===== src/rtl/uart_tx_arbiter.sv =====
// Round-robin arbiter that feeds bytes from several requesters into a single uart_tx.
// A packet (bytes up to and including the one flagged last) holds the grant until it completes.
module uart_tx_arbiter #(
   parameter int NumReq      = 3,
   parameter int BusyTimeout = 8
) (
   input  logic                  i_clk,
   input  logic                  i_rst,
   input  logic [NumReq-1:0]     i_req_valid,
   input  logic [8*NumReq-1:0]   i_req_data,
   input  logic [NumReq-1:0]     i_req_last,
   output logic [NumReq-1:0]     o_req_ready,
   output logic                  o_tx_enable,
   output logic [7:0]            o_tx_data,
   input  logic                  i_tx_busy,
   output logic [NumReq-1:0]     o_grant,
   output logic                  o_timeout
);

   localparam int IdxW = $clog2(NumReq);
   localparam int PosW = IdxW + 1;
   localparam int CntW = $clog2(BusyTimeout + 1);

   typedef enum logic [1:0] {
      IDLE,
      ISSUE,
      WAIT_BUSY,
      WAIT_DONE
   } state_t;

   state_t            state;
   state_t            state_next;
   logic              locked;
   logic [IdxW-1:0]   lock_owner;
   logic [IdxW-1:0]   last_winner;
   logic [IdxW-1:0]   cand;
   logic              cand_found;
   logic [PosW-1:0]   scan_pos;
   logic              handshake;
   logic              busy_expired;
   logic [CntW-1:0]   busy_cnt;
   logic [7:0]        req_bytes [NumReq];

   always_comb begin
      for (int k = 0; k < NumReq; k++) begin
         req_bytes[k] = i_req_data[8*k +: 8];
      end
   end

   // A locked packet owner is the only candidate; otherwise scan upward from the requester after the last winner.
   always_comb begin
      cand       = '0;
      cand_found = 1'b0;
      scan_pos   = '0;
      if (locked) begin
         cand       = lock_owner;
         cand_found = i_req_valid[lock_owner];
      end else begin
         for (int i = 0; i < NumReq; i++) begin
            scan_pos = {1'b0, last_winner} + PosW'(i + 1);
            if (scan_pos >= PosW'(NumReq)) begin
               scan_pos = scan_pos - PosW'(NumReq);
            end
            if (!cand_found && i_req_valid[scan_pos[IdxW-1:0]]) begin
               cand_found = 1'b1;
               cand       = scan_pos[IdxW-1:0];
            end
         end
      end
   end

   assign handshake    = (state == IDLE) && !i_tx_busy && cand_found;
   assign busy_expired = (state == WAIT_BUSY) && !i_tx_busy &&
                         (busy_cnt == CntW'(BusyTimeout - 1));

   always_ff @(posedge i_clk or posedge i_rst) begin
      if (i_rst) begin
         state <= IDLE;
      end else begin
         state <= state_next;
      end
   end

   always_comb begin
      state_next = state;
      case (state)
         IDLE: begin
            if (handshake) state_next = ISSUE;
         end
         ISSUE: begin
            state_next = WAIT_BUSY;
         end
         WAIT_BUSY: begin
            if (i_tx_busy)         state_next = WAIT_DONE;
            else if (busy_expired) state_next = IDLE;
         end
         WAIT_DONE: begin
            if (!i_tx_busy) state_next = IDLE;
         end
         default: state_next = IDLE;
      endcase
   end

   always_comb begin
      o_tx_enable = (state == ISSUE);
      o_req_ready = '0;
      if (handshake) begin
         o_req_ready[cand] = 1'b1;
      end
   end

   // The grant is kept across a packet so the owner stays visible while the lock stalls the arbiter.
   always_ff @(posedge i_clk or posedge i_rst) begin
      if (i_rst) begin
         locked      <= 1'b0;
         lock_owner  <= '0;
         last_winner <= IdxW'(NumReq - 1);
         o_tx_data   <= '0;
         o_grant     <= '0;
         o_timeout   <= 1'b0;
         busy_cnt    <= '0;
      end else begin
         o_timeout <= busy_expired;
         if (state == ISSUE) begin
            busy_cnt <= '0;
         end else if (state == WAIT_BUSY) begin
            busy_cnt <= busy_cnt + CntW'(1);
         end
         if (handshake) begin
            o_tx_data <= req_bytes[cand];
            o_grant   <= o_req_ready;
            if (i_req_last[cand]) begin
               locked      <= 1'b0;
               last_winner <= cand;
            end else begin
               locked     <= 1'b1;
               lock_owner <= cand;
            end
         end else if ((state != IDLE) && (state_next == IDLE) && !locked) begin
            o_grant <= '0;
         end
      end
   end

endmodule


===== config.mk =====
export PLATFORM = sky130hd
export DESIGN_NAME = uart_tx_arbiter
export DESIGN_NICKNAME = d
export VERILOG_FILES = /design/src/rtl/uart_tx_arbiter.sv
export SDC_FILE = /design/constraint.sdc
export NUM_CORES = 1
export LEC_CHECK = 0
export CAP_MARGIN = 5
export CORE_ASPECT_RATIO = 1.75
export CORE_MARGIN = 1
export CORE_UTILIZATION = 51
export DETAILED_ROUTE_END_ITERATION = 10
export PLACE_DENSITY_LB_ADDON = 0.15
export SETUP_SLACK_MARGIN = 0.3
export SYNTH_ARGS = -nofsm -noshare
export SYNTH_HDL_FRONTEND = slang
export SYNTH_SLANG_ARGS = --single-unit

===== constraint.sdc =====
create_clock -name i_clk -period 8.5 [get_ports i_clk]
set_input_delay 2.125 -clock i_clk [delete_from_list [all_inputs] [get_ports i_clk]]
set_output_delay 2.125 -clock i_clk [all_outputs]
set_load 0.05 [all_outputs]

## Word level (Yosys, flattened, before mapping)

Index checks and enable logic that the tools add are counted.

- Bits in registers: 23
- Latch bits: 0
- Bits in writable memories: 0
- Bits in read-only memories: 0
- Input bits: 33
- Logic and storage cells: 93
- Memories: 0

- Add/subtract/negate cells: 7
- Multipliers: 0
- Div/mod/pow operators: 0
- Magnitude comparators: 10
- Eq/ne operators: 4
- Shift operators: 0
- Multiplexer cells: 42
- Bitwise gates (word level): 2
- Reduce and logical (&&, ||, !) cells: 20

Operator list:

| kind | count |
|---|---|
| 2-bit 2-to-1 mux | 14 |
| 8-bit binary-select mux with 2-bit select | 1 |
| 8-bit 2-to-1 mux | 2 |
| 2-bit by 3-bit less-than comparator with 1-bit output, second input constant | 5 |
| 1-bit 2-to-1 mux | 13 |
| 1-bit binary-select mux with 2-bit select | 5 |
| 3-bit by 2-bit >= comparator with 1-bit output, second input constant | 3 |
| 1-bit logical AND | 9 |
| 3-bit 2-to-1 mux | 3 |
| 4-bit 2-to-1 mux | 2 |
| 2-bit one-hot mux with 4 select lines | 1 |
| 2-bit by 2-bit adder with 3-bit output, second input constant | 2 |
| 2-bit nonzero test | 3 |
| 2-bit subtractor, second input constant | 3 |
| 4-bit by 1-bit adder with 4-bit output, second input constant | 1 |
| 2-bit equality test, second input constant | 2 |
| 4-bit by 3-bit equality test with 1-bit output, second input constant | 1 |
| 1-bit zero test | 4 |
| 2-bit zero test | 2 |
| 2-bit AND reduction | 2 |
| 2-bit by 1-bit adder with 3-bit output, second input constant | 1 |
| 3-bit >= comparator, second input constant | 1 |
| 2-bit NOT with 3-bit output | 1 |
| 1-bit demux with 2-bit select | 1 |
| other kinds (3) | 3 |

## Depth between registers and ports, before layout

- Depth after elaboration: 24
- Mapped depth: 10

## Worst setup path after synthesis

OpenSTA, ideal clock, no wires.

- Path type: input -> output
- From: input i_req_valid[0]
- To: output o_req_ready[0]
- Arrival: 4.353 ns
- Required time: 6.375 ns
- Path slack: 2.022 ns
- Cell stages on the path: 5
- Path buffers: 1
- Path through: a21boi_1 > nor4_2 > o31ai_2 > buf_2 > nor3b_1

- Longest elaborated chain between the ends: 17
- Elaborated cells between the ends (all ways): 29
- Those cells by class: order compare: 2; mux: 21; reduce/logical: 6

RTL lines:

| item | line | source |
|---|---|---|
| from (decl) | 9 | `input logic [NumReq-1:0] i_req_valid,` |
| 1-bit binary-select mux with 2-bit select | 64 | `if (!cand_found && i_req_valid[scan_pos[IdxW-1:0]]) begin` |
| 1-bit 2-to-1 mux (implied by the code) | 64 |  |
| 1-bit 2-to-1 mux | 64 |  |
| 1-bit 2-to-1 mux | 55 | `if (locked) begin` |
| 1-bit zero test | 64 |  |
| 1-bit logical AND | 64 |  |
| 1-bit 2-to-1 mux | 64 |  |
| 1-bit 2-to-1 mux | 55 |  |
| 1-bit zero test | 64 |  |
| 1-bit logical AND | 64 |  |
| 2-bit 2-to-1 mux | 64 |  |
| 2-bit 2-to-1 mux | 55 |  |
| 2-bit by 3-bit less-than comparator with 1-bit output (implied by the code) / 2-bit by 1-bit >= comparator with 1-bit output (equally long branches) | 108 | `o_req_ready[cand] = 1'b1;` |
| 1-bit logical AND (implied by the code) | 108 |  |
| 1-bit 2-to-1 mux (implied by the code) | 108 |  |
| 1-bit demux with 2-bit select | 108 |  |
| 3-bit 2-to-1 mux (*) | 107 | `if (handshake) begin` |
| to (decl) | 12 | `output logic [NumReq-1:0] o_req_ready,` |

Mark *: on every way between the ends. The rest lies on a longest branch, timed or not. The select of a mux whose other input is x is not followed.

## Final worst setup path

- From: input i_req_valid[2]
- To: output o_req_ready[1]

The elaborated chain is that of the path after synthesis.

==> flow_metrics.py <==
metrics = {
    "status": {
        "outcome": "complete, no violations",
    },
    "worst_setup_path": {
        "crit_family": "buffers and inverters",
        "critical_path.startpoint_type": "primary input",
        "slowest_delay_ns": 0.81,
        "arrival_ns": 5.48,
        "critical_path_s_most_frequent_cell": "clkdlybuf4s50_1",
        "critPathCaptureType": "output port",
        "critPathKind": "primary input to output port",
        "critPathBufInv": 2,
        "worst-r2r-setup-slack_ns": 5.40,
        "crit_required_ns": 6.38,
        "slowest_stage": "clkdlybuf4s50_1",
        "cell_chain_critical_path": "clkdlybuf4s50_1, a22o_1, or3_1, o31ai_4, or2_1, and3_1, clkdlybuf4s50_1",
        "critical_path_peak_fanout": 14,
    },
    "placement": {
        "portBuffers": 48,
        "routabilityCongestion": 0.7945,
        "worst_slack_at_placement_ns": 0.9756,
        "hpwlAfterDp_um": 3209,
        "placed_cell_area_mm2": 0.002178,
    },
    "yosys": {
        "synth_seq_cells": 23,
        "top_cell_type_s_share_of_synthesized_area_pct": 33.08,
        "synth.avg_cell_area_um2": 9.789,
        "yosys.cell_count.top_type": "dfrtp_1",
        "synth_edf_count": 0,
        "synthesis.nets": 212,
        "ys_warn_count": 0,
        "async_flop_share_pct": 100.0,
        "gate_count_of_the_mapped_netlist": 170,
        "synth_commonest_cells": "22 x dfrtp_1, 14 x inv_1, 14 x nand2_1",
        "synthTopCellsByArea": "dfrtp_1 33%, ha_1 6.8%, mux2i_1 6.6%",
        "synth_ff_type": "dfrtp_1",
        "synth_seq_area_share_pct": 34.66,
        "post_synth_num_cell_types": 50,
        "synthDominantAreaCellType": "dfrtp_1",
        "mappedNetlistArea_mm2": 0.001664,
    },
    "global_route": {
        "grt_pass1_vias": 1603,
        "groute.usage.overall_pct": 25.59,
        "grt_max_degree": 26,
        "grt_antenna_before_repair": 0,
        "grt_overflow_total": 0,
        "grt_pass1_wl_um": 6886,
    },
    "detailed_routing": {
        "dr_total_vias": 1539,
        "antenna_left": 0,
        "firstDrtPassIters": 4,
        "highest-signal-layer": "met4",
        "route.met3.wl_um": 178,
        "wl_met1_um": 1567,
        "route.met2.wl_um": 2426,
        "wire_per_inst_um": 16.23,
        "detail_route.drc_violations": 0,
        "via_per_inst": 5.919,
        "detail_route.iter0.violations": 46,
        "postRouteWirelength_um": 4220,
    },
    "timing": {
        "fmaxAchievable_mhz": 131.4,
        "layout_setup_ws_ns": 0.8901,
        "finalMaxSlewViolations": 0,
        "timing.setup.tns_ns": 0,
        "worstMarginPinSlew_ns": 0.8870,
        "post-route-period-util_pct": 89.53,
        "final_clock_skew_ns": 0.001694,
        "final.min_clock_period_ns": 7.610,
        "hold_viol_final": 0,
        "relSlewSlack_pct": 40.80,
        "rsz0062_at_grt": "no",
        "report.final.setup_viol": 0,
    },
    "pwr": {
        "power_w": 0.0008712,
        "ir_worst_vdd_v": 0.0002830,
        "cellPowerDensity_mw_per_mm2": 391.8,
        "leakage_nw": 0.9429,
    },
    "worst_hold_path": {
        "hold_path.class": "flip-flop to flip-flop",
    },
    "cts": {
        "clock_tree.buffer_depth": 2,
        "cts_inserted_buffers": 3,
        "path_clk_slew_ns": 0.08,
        "post_cts_setup_driven_buffer_insertion_count": 0,
        "cts_tree": "built",
        "cts_hold_buf": 0,
        "cts_root_buffer": "clkbuf_8",
        "cts.sinks": 23,
        "postCtsResizedCells": 0,
        "clkLatencyLatePin_ns": 0.26,
        "clock_tree.htree_level_count": 1,
    },
    "die": {
        "floorplan.io_pins": 49,
        "dieArea_mm2": 0.003504,
        "dieWidth_um": 45.18,
        "die_h_um": 77.57,
        "coreArea_mm2": 0.003142,
        "initial_utilization_pct": 52.97,
        "rows": 27,
    },
    "cells_and_area": {
        "diodes_inserted": 0,
        "fin_area_mm2": 0.002223,
        "layout-drive-gt1-share_pct": 10.14,
        "area_growth_syn_to_layout_pct": 33.61,
        "fin_nets": 260,
    },
    "job": {
        "timing.max_cap.violations": 0,
    },
}
where the power goes:
group	switching [W]	internal [W]
Clock	0.0000336	0.0000334
Combinational	0.000368	0.000228
Sequential	0.0000476	0.000161
Total	0.000449	0.000422
metrics by stage:
step	utilization (%)	hold slack [ns]	instances
3_3_place_gp	69.33	0.4650	256
2_1_floorplan	-	0.4479	170
5_1_grt	70.77	0.5113	260
3_5_place_dp	69.33	0.4774	256
4_1_cts	70.77	0.5014	260
6_report	70.77	0.4937	260
cell type report:
class,instances,area [um^2]
Multi-Input combinational cell,126,999.7
Fill cell,244,918.4
Sequential cell,23,576.8
Timing Repair Buffer,50,495.5
Tap cell,43,53.80
Inverter,14,52.55
Clock buffer,4,45.04
final timing paths:
| kind | from | endpoint | cells past startpoint |
|---|---|---|---|
| worst max-delay path | i_req_valid[2] | o_req_ready[1] | 7 |
| worst min-delay path | o_grant[1] | o_grant[1] | 1 |
| worst max register to register | last_winner[1] | locked | 8 |
| worst min register to register | o_grant[1] | o_grant[1] | 1 |
| max in group asynchronous | i_rst | o_tx_data[1] | 2 |
| min in group asynchronous | i_rst | o_tx_data[4] | 2 |
sequential cells by signal (all words and copies together) (netlist names):
register,cells
state,2
busy_cnt,4
o_grant,3
locked,1
o_tx_data,8
lock_owner,2
o_timeout,1
last_winner,2
per-layer routing:
metal  global-route usage [%]  vias to the layer above
li1                         -                      724
met1                    26.21                      761
met5                        0                        -
met4                    8.485                        0
met2                    48.99                       48
met3                    3.488                        6
cells in the final DEF, fill, tap and decap left out, drive strengths merged, types with 2 or more instances in the layout:
master         Yosys  layout
and3               3       3
inv               14      14
clkdlybuf4s50      0      48
a211oi             2       2
a22o               4       4
nor2b              2       2
nand2b             3       3
ha                 9       9
nand2             15      15
nor2               6       6
mux2i             11      11
nor3               2       2
nand3b             2       2
o21ai              8       8
a21o               7       7
o211ai            16      16
dfrtp             22      22
clkbuf             3       4
a21oi              4       4
buf                4       2
o21a               8       8
o31ai              3       3
cells by family (layout without fill, tap and decap cells):
kind of cell,Yosys count,after routing,synth area share [%]
flops,23,23,34.66
simple gates,39,39,12.18
buf+inv,21,68,5.789
compound gates,66,66,33.31
mux,12,12,7.293
fa+ha+maj,9,9,6.767
Power figures use the tool's default switching activity.
